<file path="config.mk">
export PLATFORM = sky130hd
export DESIGN_NAME = lut_ram_wr_arbiter
export DESIGN_NICKNAME = d
export VERILOG_FILES = /design/src/rtl/lut_ram_wr_arbiter.sv
export SDC_FILE = /design/constraint.sdc
export NUM_CORES = 1
export LEC_CHECK = 0
export ABC_AREA = 1
export CAP_MARGIN = 20
export CORE_MARGIN = 5
export CORE_UTILIZATION = 42
export CTS_BUF_LIST = sky130_fd_sc_hd__clkbuf_8 sky130_fd_sc_hd__clkbuf_16
export DETAILED_ROUTE_END_ITERATION = 10
export GPL_TIMING_DRIVEN = 0
export PLACE_DENSITY = 0.81
export SETUP_SLACK_MARGIN = 0.05
export SLEW_MARGIN = 20
export SYNTH_ARGS = -nofsm -noshare
export SYNTH_HDL_FRONTEND = slang
export SYNTH_SLANG_ARGS = --single-unit
export TNS_END_PERCENT = 100
</file>
<file path="constraint.sdc">
create_clock -name clk -period 2.4 [get_ports clk]
set_input_delay 0.6 -clock clk [delete_from_list [all_inputs] [get_ports clk]]
set_output_delay 0.6 -clock clk [all_outputs]
set_load 0.005 [all_outputs]
</file>
<file path="src/rtl/lut_ram_wr_arbiter.sv">
`default_nettype none
// ============================================================================
//  Module      : lut_ram_wr_arbiter
//  Description : Owns the single LUT RAM write port. Shares it between two
//                requesters with round-robin arbitration and zero-fills the
//                whole RAM after reset (optional) and on request.
//  Revision    : 1.0 - initial release
// ============================================================================
module lut_ram_wr_arbiter #(
   parameter  int LUT_WIDTH      = 32,
   parameter  int LUT_DEPTH      = 256,
   parameter  int CLEAR_ON_RESET = 1,
   localparam int ADDR_W         = $clog2(LUT_DEPTH)
) (
   input  logic                 clk,
   input  logic                 rst,
   input  logic                 clear_req,
   input  logic                 req0,
   input  logic [ADDR_W-1:0]    req0_addr,
   input  logic [LUT_WIDTH-1:0] req0_data,
   output logic                 gnt0,
   input  logic                 req1,
   input  logic [ADDR_W-1:0]    req1_addr,
   input  logic [LUT_WIDTH-1:0] req1_data,
   output logic                 gnt1,
   output logic                 busy,
   output logic                 clear_done,
   output logic                 wr_en,
   output logic [ADDR_W-1:0]    wr_addr,
   output logic [LUT_WIDTH-1:0] wr_data
);

   typedef enum logic [0:0] {
      S_IDLE  = 1'b0,
      S_CLEAR = 1'b1
   } state_t;

   // Terminal fill address; the counter is compared against it so it never
   // wraps into a second pass.
   localparam logic [ADDR_W-1:0] C_LAST_ADDR = ADDR_W'(LUT_DEPTH - 1);

   state_t                 state_q;
   logic [ADDR_W-1:0]      cnt_q;
   logic                   last_q;
   logic                   wr_en_q;
   logic [ADDR_W-1:0]      wr_addr_q;
   logic [LUT_WIDTH-1:0]   wr_data_q;
   logic                   clear_done_q;

   // Round-robin grant: only in IDLE, never while a clear is being requested,
   // and when both request the one that did not win last time goes first.
   always_comb begin
      gnt0 = 1'b0;
      gnt1 = 1'b0;
      if (!rst && (state_q == S_IDLE) && !clear_req) begin
         if (req0 && req1) begin
            gnt0 = last_q;
            gnt1 = ~last_q;
         end else begin
            gnt0 = req0;
            gnt1 = req1;
         end
      end
   end

   // Control FSM with registered write-port outputs and clear sequencing.
   always_ff @(posedge clk or posedge rst) begin
      if (rst) begin
         state_q      <= (CLEAR_ON_RESET != 0) ? S_CLEAR : S_IDLE;
         cnt_q        <= '0;
         last_q       <= 1'b1;
         wr_en_q      <= 1'b0;
         wr_addr_q    <= '0;
         wr_data_q    <= '0;
         clear_done_q <= 1'b0;
      end else begin
         clear_done_q <= 1'b0;
         case (state_q)
            S_CLEAR: begin
               wr_en_q   <= 1'b1;
               wr_addr_q <= cnt_q;
               wr_data_q <= '0;
               if (cnt_q == C_LAST_ADDR) begin
                  state_q      <= S_IDLE;
                  clear_done_q <= 1'b1;
                  cnt_q        <= '0;
               end else begin
                  cnt_q <= cnt_q + 1'b1;
               end
            end
            default: begin
               if (clear_req) begin
                  state_q <= S_CLEAR;
                  cnt_q   <= '0;
                  wr_en_q <= 1'b0;
               end else if (gnt0) begin
                  wr_en_q   <= 1'b1;
                  wr_addr_q <= req0_addr;
                  wr_data_q <= req0_data;
                  last_q    <= 1'b0;
               end else if (gnt1) begin
                  wr_en_q   <= 1'b1;
                  wr_addr_q <= req1_addr;
                  wr_data_q <= req1_data;
                  last_q    <= 1'b1;
               end else begin
                  // Address and data hold; only the enable drops.
                  wr_en_q <= 1'b0;
               end
            end
         endcase
      end
   end

   assign busy       = (state_q == S_CLEAR);
   assign clear_done = clear_done_q;
   assign wr_en      = wr_en_q;
   assign wr_addr    = wr_addr_q;
   assign wr_data    = wr_data_q;

endmodule
`default_nettype wire

</file>
# Word-level counts from Yosys, hierarchy flattened
# Cells that the tools add are included.
# totals
regBits,52
in_bits,85
out_inout_bits,45
word_cells,49
# classes
addsub,1
eq_ne,2
n_mux,26
bitwise_logic,3
reduce_logical,10
# ops
cell,n
$mux 32,4
$mux 8,7
$mux 1,15
$add 8x1->8 const B,1
$eq 8x8->1 const B,1
$reduce_bool 2->1,2
$logic_and 1x1->1,3
$not 1->1,3
$reduce_and 3->1,1
$reduce_bool 3->1,1
$logic_not 1->1,2
$ne 2x1->1 const B,1
$reduce_and 2->1,1

# Depth between registers and ports, before layout
# logic_depth
word_depth,8
mapped_depth,10
ltp_nobuf,8

# Worst setup path before layout
# OpenSTA, ideal clock, no wires.
# synth_path
kind,input to output
startpoint,input port clear_req
endpoint,output port gnt0
t_arrival_ns,1.294
required_ns,1.800
path_slack_ns,0.506
path_stages,7
cell_sequence,inv_1 -> nand2_4 -> nor2_4 -> buf_6 -> nand2_4 -> inv_4 -> buf_6
# synth_between
elab_chain_cells,3
# synth_rtl
element,line,source
"start, declared",17,"input logic clear_req,"
$logic_not 1->1,55,if (!rst && (state_q == S_IDLE) && !clear_req) begin
$logic_and 1x1->1,55,
$mux 1,55,
"end, declared",21,"output logic gnt0,"
# No other way between the ends.

# Final worst setup path
# Same ends and word-level chain as after synthesis.

==> report_table.html <==
<table>
<tr><th>Metric</th><th>Value</th></tr>
<tr><th colspan="2">Critical path</th></tr>
<tr><td>Data required time of the critical path</td><td>between 1.5 and 2 ns</td></tr>
<tr><td>Critical path buffers and inverters</td><td>6</td></tr>
<tr><td>FF-to-FF Start</td><td>busy</td></tr>
<tr><td>Worst reg2reg endpoint</td><td>wr_data[18]</td></tr>
<tr><td>Worst Path Max Fanout</td><td>5</td></tr>
<tr><td>Dominant delay contributor by cell family on the critical path</td><td>buffers and inverters</td></tr>
<tr><td>Most frequent cell on the critical path</td><td>sky130_fd_sc_hd__nand2_4</td></tr>
<tr><td>Worst R2R Setup Slack</td><td>roughly 0.67 ns</td></tr>
<tr><td>Crit path cell chain</td><td>dlygate4sd2_1 -&gt; inv_2 -&gt; nand2_4 -&gt; nor2_4 -&gt; buf_6 -&gt; nand2_4 -&gt; inv_6 -&gt; buf_8 -&gt; clkdlybuf4s15_2</td></tr>
<tr><td>Data arrival time of the critical path</td><td>around 1.7 ns</td></tr>
<tr><td>Slowest cell on the critical path</td><td>sky130_fd_sc_hd__dlygate4sd2_1</td></tr>
<tr><td>Delay of the slowest cell on the worst path</td><td>approximately 0.25 ns</td></tr>
<tr><td>Type of the worst setup path</td><td>primary input to primary output</td></tr>
<tr><td>Critical Path Sink Type</td><td>primary output</td></tr>
<tr><td>Depth of the worst register-to-register path</td><td>10</td></tr>
<tr><td>Type of origin of the critical path</td><td>primary input</td></tr>
<tr><th colspan="2">Yosys</th></tr>
<tr><td>Mapped Nets</td><td>503</td></tr>
<tr><td>Largest cells by area after synthesis</td><td>sky130_fd_sc_hd__dfrtp_1, sky130_fd_sc_hd__nand2_1, sky130_fd_sc_hd__inv_1</td></tr>
<tr><td>Fraction of the mapped netlist area in simple logic gates</td><td>35.0%</td></tr>
<tr><td>Multiplexer fraction of the synthesized cell area</td><td>0%</td></tr>
<tr><td>Share of flip-flops with an asynchronous set or reset after synthesis</td><td>100%</td></tr>
<tr><td>Combinational family with the most area after synthesis</td><td>simple AND/OR/NAND/NOR gates</td></tr>
<tr><td>Sequential fraction of the synthesis area</td><td>44.9%</td></tr>
<tr><td>Compound-cell area share of the yosys netlist</td><td>under 10%</td></tr>
<tr><td>Number of distinct library cell variants in the gate-level netlist after synthesis</td><td>26</td></tr>
<tr><td>Cell accounting for the most synthesized area</td><td>sky130_fd_sc_hd__dfrtp_1</td></tr>
<tr><td>Warning count from the yosys run</td><td>0</td></tr>
<tr><td>Number of enable-type register cells in the synthesized netlist</td><td>0</td></tr>
<tr><td>Share of the synthesized area in the top cell type</td><td>~43%</td></tr>
<tr><td>Post-synthesis sequential element count</td><td>52</td></tr>
<tr><td>Main flop type after synthesis</td><td>sky130_fd_sc_hd__dfrtp_1</td></tr>
<tr><td>Share of the synthesized netlist area taken by xor and xnor gates</td><td>less than 1%</td></tr>
<tr><td>Cell Area, Synth</td><td>between 0.002 and 0.003 sq mm</td></tr>
<tr><td>Top cells by count, synth</td><td>sky130_fd_sc_hd__nand2_1, sky130_fd_sc_hd__inv_1, sky130_fd_sc_hd__nand3_1</td></tr>
<tr><td>Most used standard cell by instance count after synthesis</td><td>sky130_fd_sc_hd__nand2_1</td></tr>
<tr><td>Synth Area per Inst</td><td>between 6 and 7 sq um</td></tr>
<tr><td>Adder and majority cell fraction of the synthesized area</td><td>less than 1%</td></tr>
<tr><td>Cell count after synthesis</td><td>approximately 420</td></tr>
<tr><th colspan="2">Global route</th></tr>
<tr><td>Gr ovfl total</td><td>0</td></tr>
<tr><td>Vias in the first global route</td><td>2899</td></tr>
<tr><td>Number of antenna violations at the first check in global routing</td><td>0</td></tr>
<tr><td>Wire length of the first global-routing pass</td><td>~13000 microns</td></tr>
<tr><td>Total routing usage reported by global routing</td><td>between 10% and 20%</td></tr>
<tr><td>Largest net degree at the start of global routing</td><td>53</td></tr>
<tr><th colspan="2">Clock network</th></tr>
<tr><td>Clock tree from TritonCTS</td><td>done</td></tr>
<tr><td>Clock latency reported for the late side of the worst-skew pair</td><td>0.30 ns</td></tr>
<tr><td>Number of buffers added by the clock tree synthesis step</td><td>5</td></tr>
<tr><td>Hold buffers post-CTS</td><td>0</td></tr>
<tr><td>Deepest level of the CTS H-tree</td><td>2</td></tr>
<tr><td>Worst-path clk slew</td><td>around 0.09 ns</td></tr>
<tr><td>Maximum clock insertion buffer count</td><td>2</td></tr>
<tr><td>Clock Sink Count</td><td>52</td></tr>
<tr><td>Clock root buffer</td><td>sky130_fd_sc_hd__clkbuf_8</td></tr>
<tr><th colspan="2">Floorplan</th></tr>
<tr><td>Full die area</td><td>0.00868 sq mm</td></tr>
<tr><td>I/O Pins</td><td>130</td></tr>
<tr><td>Die extent in x</td><td>between 90 and 100 microns</td></tr>
<tr><td>Core footprint</td><td>a little under 0.007 sq mm</td></tr>
<tr><td>Rows</td><td>30</td></tr>
<tr><td>Starting Density</td><td>between 40 and 50%</td></tr>
<tr><td>Die extent in y</td><td>between 90 and 100 microns</td></tr>
<tr><th colspan="2">Timing</th></tr>
<tr><td>RSZ-0062 raised after global routing</td><td>false</td></tr>
<tr><td>Maximum clock skew at final layout</td><td>0.00492 ns</td></tr>
<tr><td>Final cycle utilization of the critical path</td><td>94.5%</td></tr>
<tr><td>Setup violation total in the final timing report</td><td>0</td></tr>
<tr><td>Tightest slew margin relative to the limit</td><td>about 57%</td></tr>
<tr><td>Minimum hold slack</td><td>~0.47 ns</td></tr>
<tr><td>Final hold vios</td><td>0</td></tr>
<tr><td>Max Clk Rate</td><td>around 440 MHz</td></tr>
<tr><td>Pin slew with the least headroom to its limit</td><td>about 0.64 ns</td></tr>
<tr><td>Final number of max-transition violations</td><td>0</td></tr>
<tr><td>Final min period</td><td>between 2 and 2.5 ns</td></tr>
<tr><th colspan="2">Min path</th></tr>
<tr><td>End point of the most critical hold path</td><td>wr_data[14]</td></tr>
<tr><td>Worst Hold Path Cells</td><td>2</td></tr>
<tr><td>Hold crit path type</td><td>flop to flop</td></tr>
<tr><td>Startpoint of the tightest hold check path</td><td>wr_data[14]</td></tr>
<tr><th colspan="2">Route</th></tr>
<tr><td>Total via count in the routed design</td><td>2985</td></tr>
<tr><td>Post-Route WL</td><td>about 8000 microns</td></tr>
<tr><td>Routed via count divided by cell count</td><td>between 4 and 5</td></tr>
<tr><td>Drt drc</td><td>0</td></tr>
<tr><td>First-pass DRT Iterations</td><td>4</td></tr>
<tr><td>Iteration-0 DRC Markers</td><td>between 80 and 90</td></tr>
<tr><td>Post-route antenna net violation count</td><td>0</td></tr>
<tr><td>Routed WL per cell</td><td>12.5 microns</td></tr>
<tr><th colspan="2">Final layout</th></tr>
<tr><td>Fraction of layout cells with a size suffix above 1</td><td>7.99%</td></tr>
<tr><td>Layout Area Growth over Synthesis</td><td>53.6%</td></tr>
<tr><td>Total number of nets in the final design</td><td>648</td></tr>
<tr><td>Register cell area after layout</td><td>between 0.001 and 0.0015 sq mm</td></tr>
<tr><td>Fill cell instance count of the final layout</td><td>approximately 570</td></tr>
<tr><td>Combined area of the multi-input logic cells</td><td>0.00118 sq mm</td></tr>
<tr><td>Number of inserted diodes</td><td>0</td></tr>
<tr><th colspan="2">Pwr</th></tr>
<tr><td>Static leakage</td><td>approximately 2.4 nW</td></tr>
<tr><td>Max rail drop VDD</td><td>slightly below 0.4 mV</td></tr>
<tr><td>Areal power density over the cells</td><td>approximately 500 mW/mm^2</td></tr>
<tr><td>PnR Total Power</td><td>about 2.2 mW</td></tr>
<tr><th colspan="2">Place</th></tr>
<tr><td>Half-perimeter wire length after placement</td><td>about 6000 microns</td></tr>
<tr><td>Count of input and output buffers</td><td>approximately 130</td></tr>
<tr><td>RePlAce Congestion</td><td>0.828</td></tr>
<tr><th colspan="2">Status</th></tr>
<tr><td>Run status</td><td>finished, final reports clean</td></tr>
<tr><th colspan="2">Job</th></tr>
<tr><td>Total of max-cap violations</td><td>0</td></tr>
</table>
report_power, final:
group | internal, mW | switching, mW
Clock | 0.227 | 0.268
Combinational | 0.359 | 0.304
Sequential | 0.990 | 0.0867
registers in the layout, indices dropped and copies added (netlist names):
register    flops
cnt_q           8
wr_en           1
last_q          1
wr_addr         8
busy            1
clear_done      1
wr_data        32
tightest hold or removal path: cells and delay by family (launching register included):
kind / cells / cell delay, ns
and+or+nand+nor: 2 / 0.10
DFF: 1 / 0.35
layout by cell type, fill, tap and decap left out, types with 3 or more instances in the layout:
cell                              instances
sky130_fd_sc_hd__nand3_1                 51
sky130_fd_sc_hd__inv_1                   79
sky130_fd_sc_hd__nand2_1                180
sky130_fd_sc_hd__buf_2                    6
sky130_fd_sc_hd__clkdlybuf4s50_1        123
sky130_fd_sc_hd__buf_6                    3
sky130_fd_sc_hd__inv_2                    3
sky130_fd_sc_hd__clkbuf_8                 6
sky130_fd_sc_hd__nor2_1                   4
sky130_fd_sc_hd__dfrtp_1                 50
sky130_fd_sc_hd__dlygate4sd2_1            4
sky130_fd_sc_hd__o21ai_0                 13
sky130_fd_sc_hd__buf_4                   15
layer usage:
layer	vias to the layer above	track usage [%]	wire length, microns
met5	-	0	0
met2	91	33.4	4050
li1	1529	-	-
met1	1355	22.6	3370
met4	0	5.98	131
met3	10	3.06	476
through the flow:
stage	setup WS (ns)	cell area, sq um	utilization (%)	TNS [ns]	cells
after floorplan	0.506	2910	-	0	417
after global placement	-0.762	4300	63.6	-30.93	626
after detailed placement	-0.772	4300	63.6	-1.16	626
after CTS	0.0517	4440	65.7	0	640
after global routing	0.0580	4460	66.0	0	643
final	0.131	4460	66.0	0	643
area by class of cell:
class | count | area share, %
repair buffers | 138 | 30.3
multi-input cells | 266 | 26.4
inverters | 82 | 7.07
clock inverters | 2 | 0.168
clock buffers | 6 | 1.85
well taps | 80 | 2.24
flip-flops and latches | 52 | 29.2
plain buffers | 17 | 2.83
cells by family after synthesis:
| family | Yosys count |
|---|---|
| compound gates | 20 |
| xor+xnor | 2 |
| fa+ha+maj | 1 |
| buf+inv | 99 |
| flops | 52 |
| simple gates | 243 |
worst max-delay path by stage:
stage                   start    to  slack [ns]  cells after the start
floorplan           clear_req  gnt0        0.51                      7
global placement         req0  gnt0       -0.76                      6
detailed placement       req0  gnt0       -0.77                      6
CTS                      busy  gnt0        0.05                      8
global route             busy  gnt0        0.06                      8
finish              clear_req  gnt0        0.13                      9
repair_timing:
| action | in CTS | in global routing |
|---|---|---|
| endpoints found under the hold margin | 0 | 0 |
| setup buffers | 6 | 3 |
| setup endpoints to repair | 2 | 1 |
| pin swaps | 2 | 0 |
| gates resized for setup | 15 | 0 |
Power figures use the tool's default switching activity.
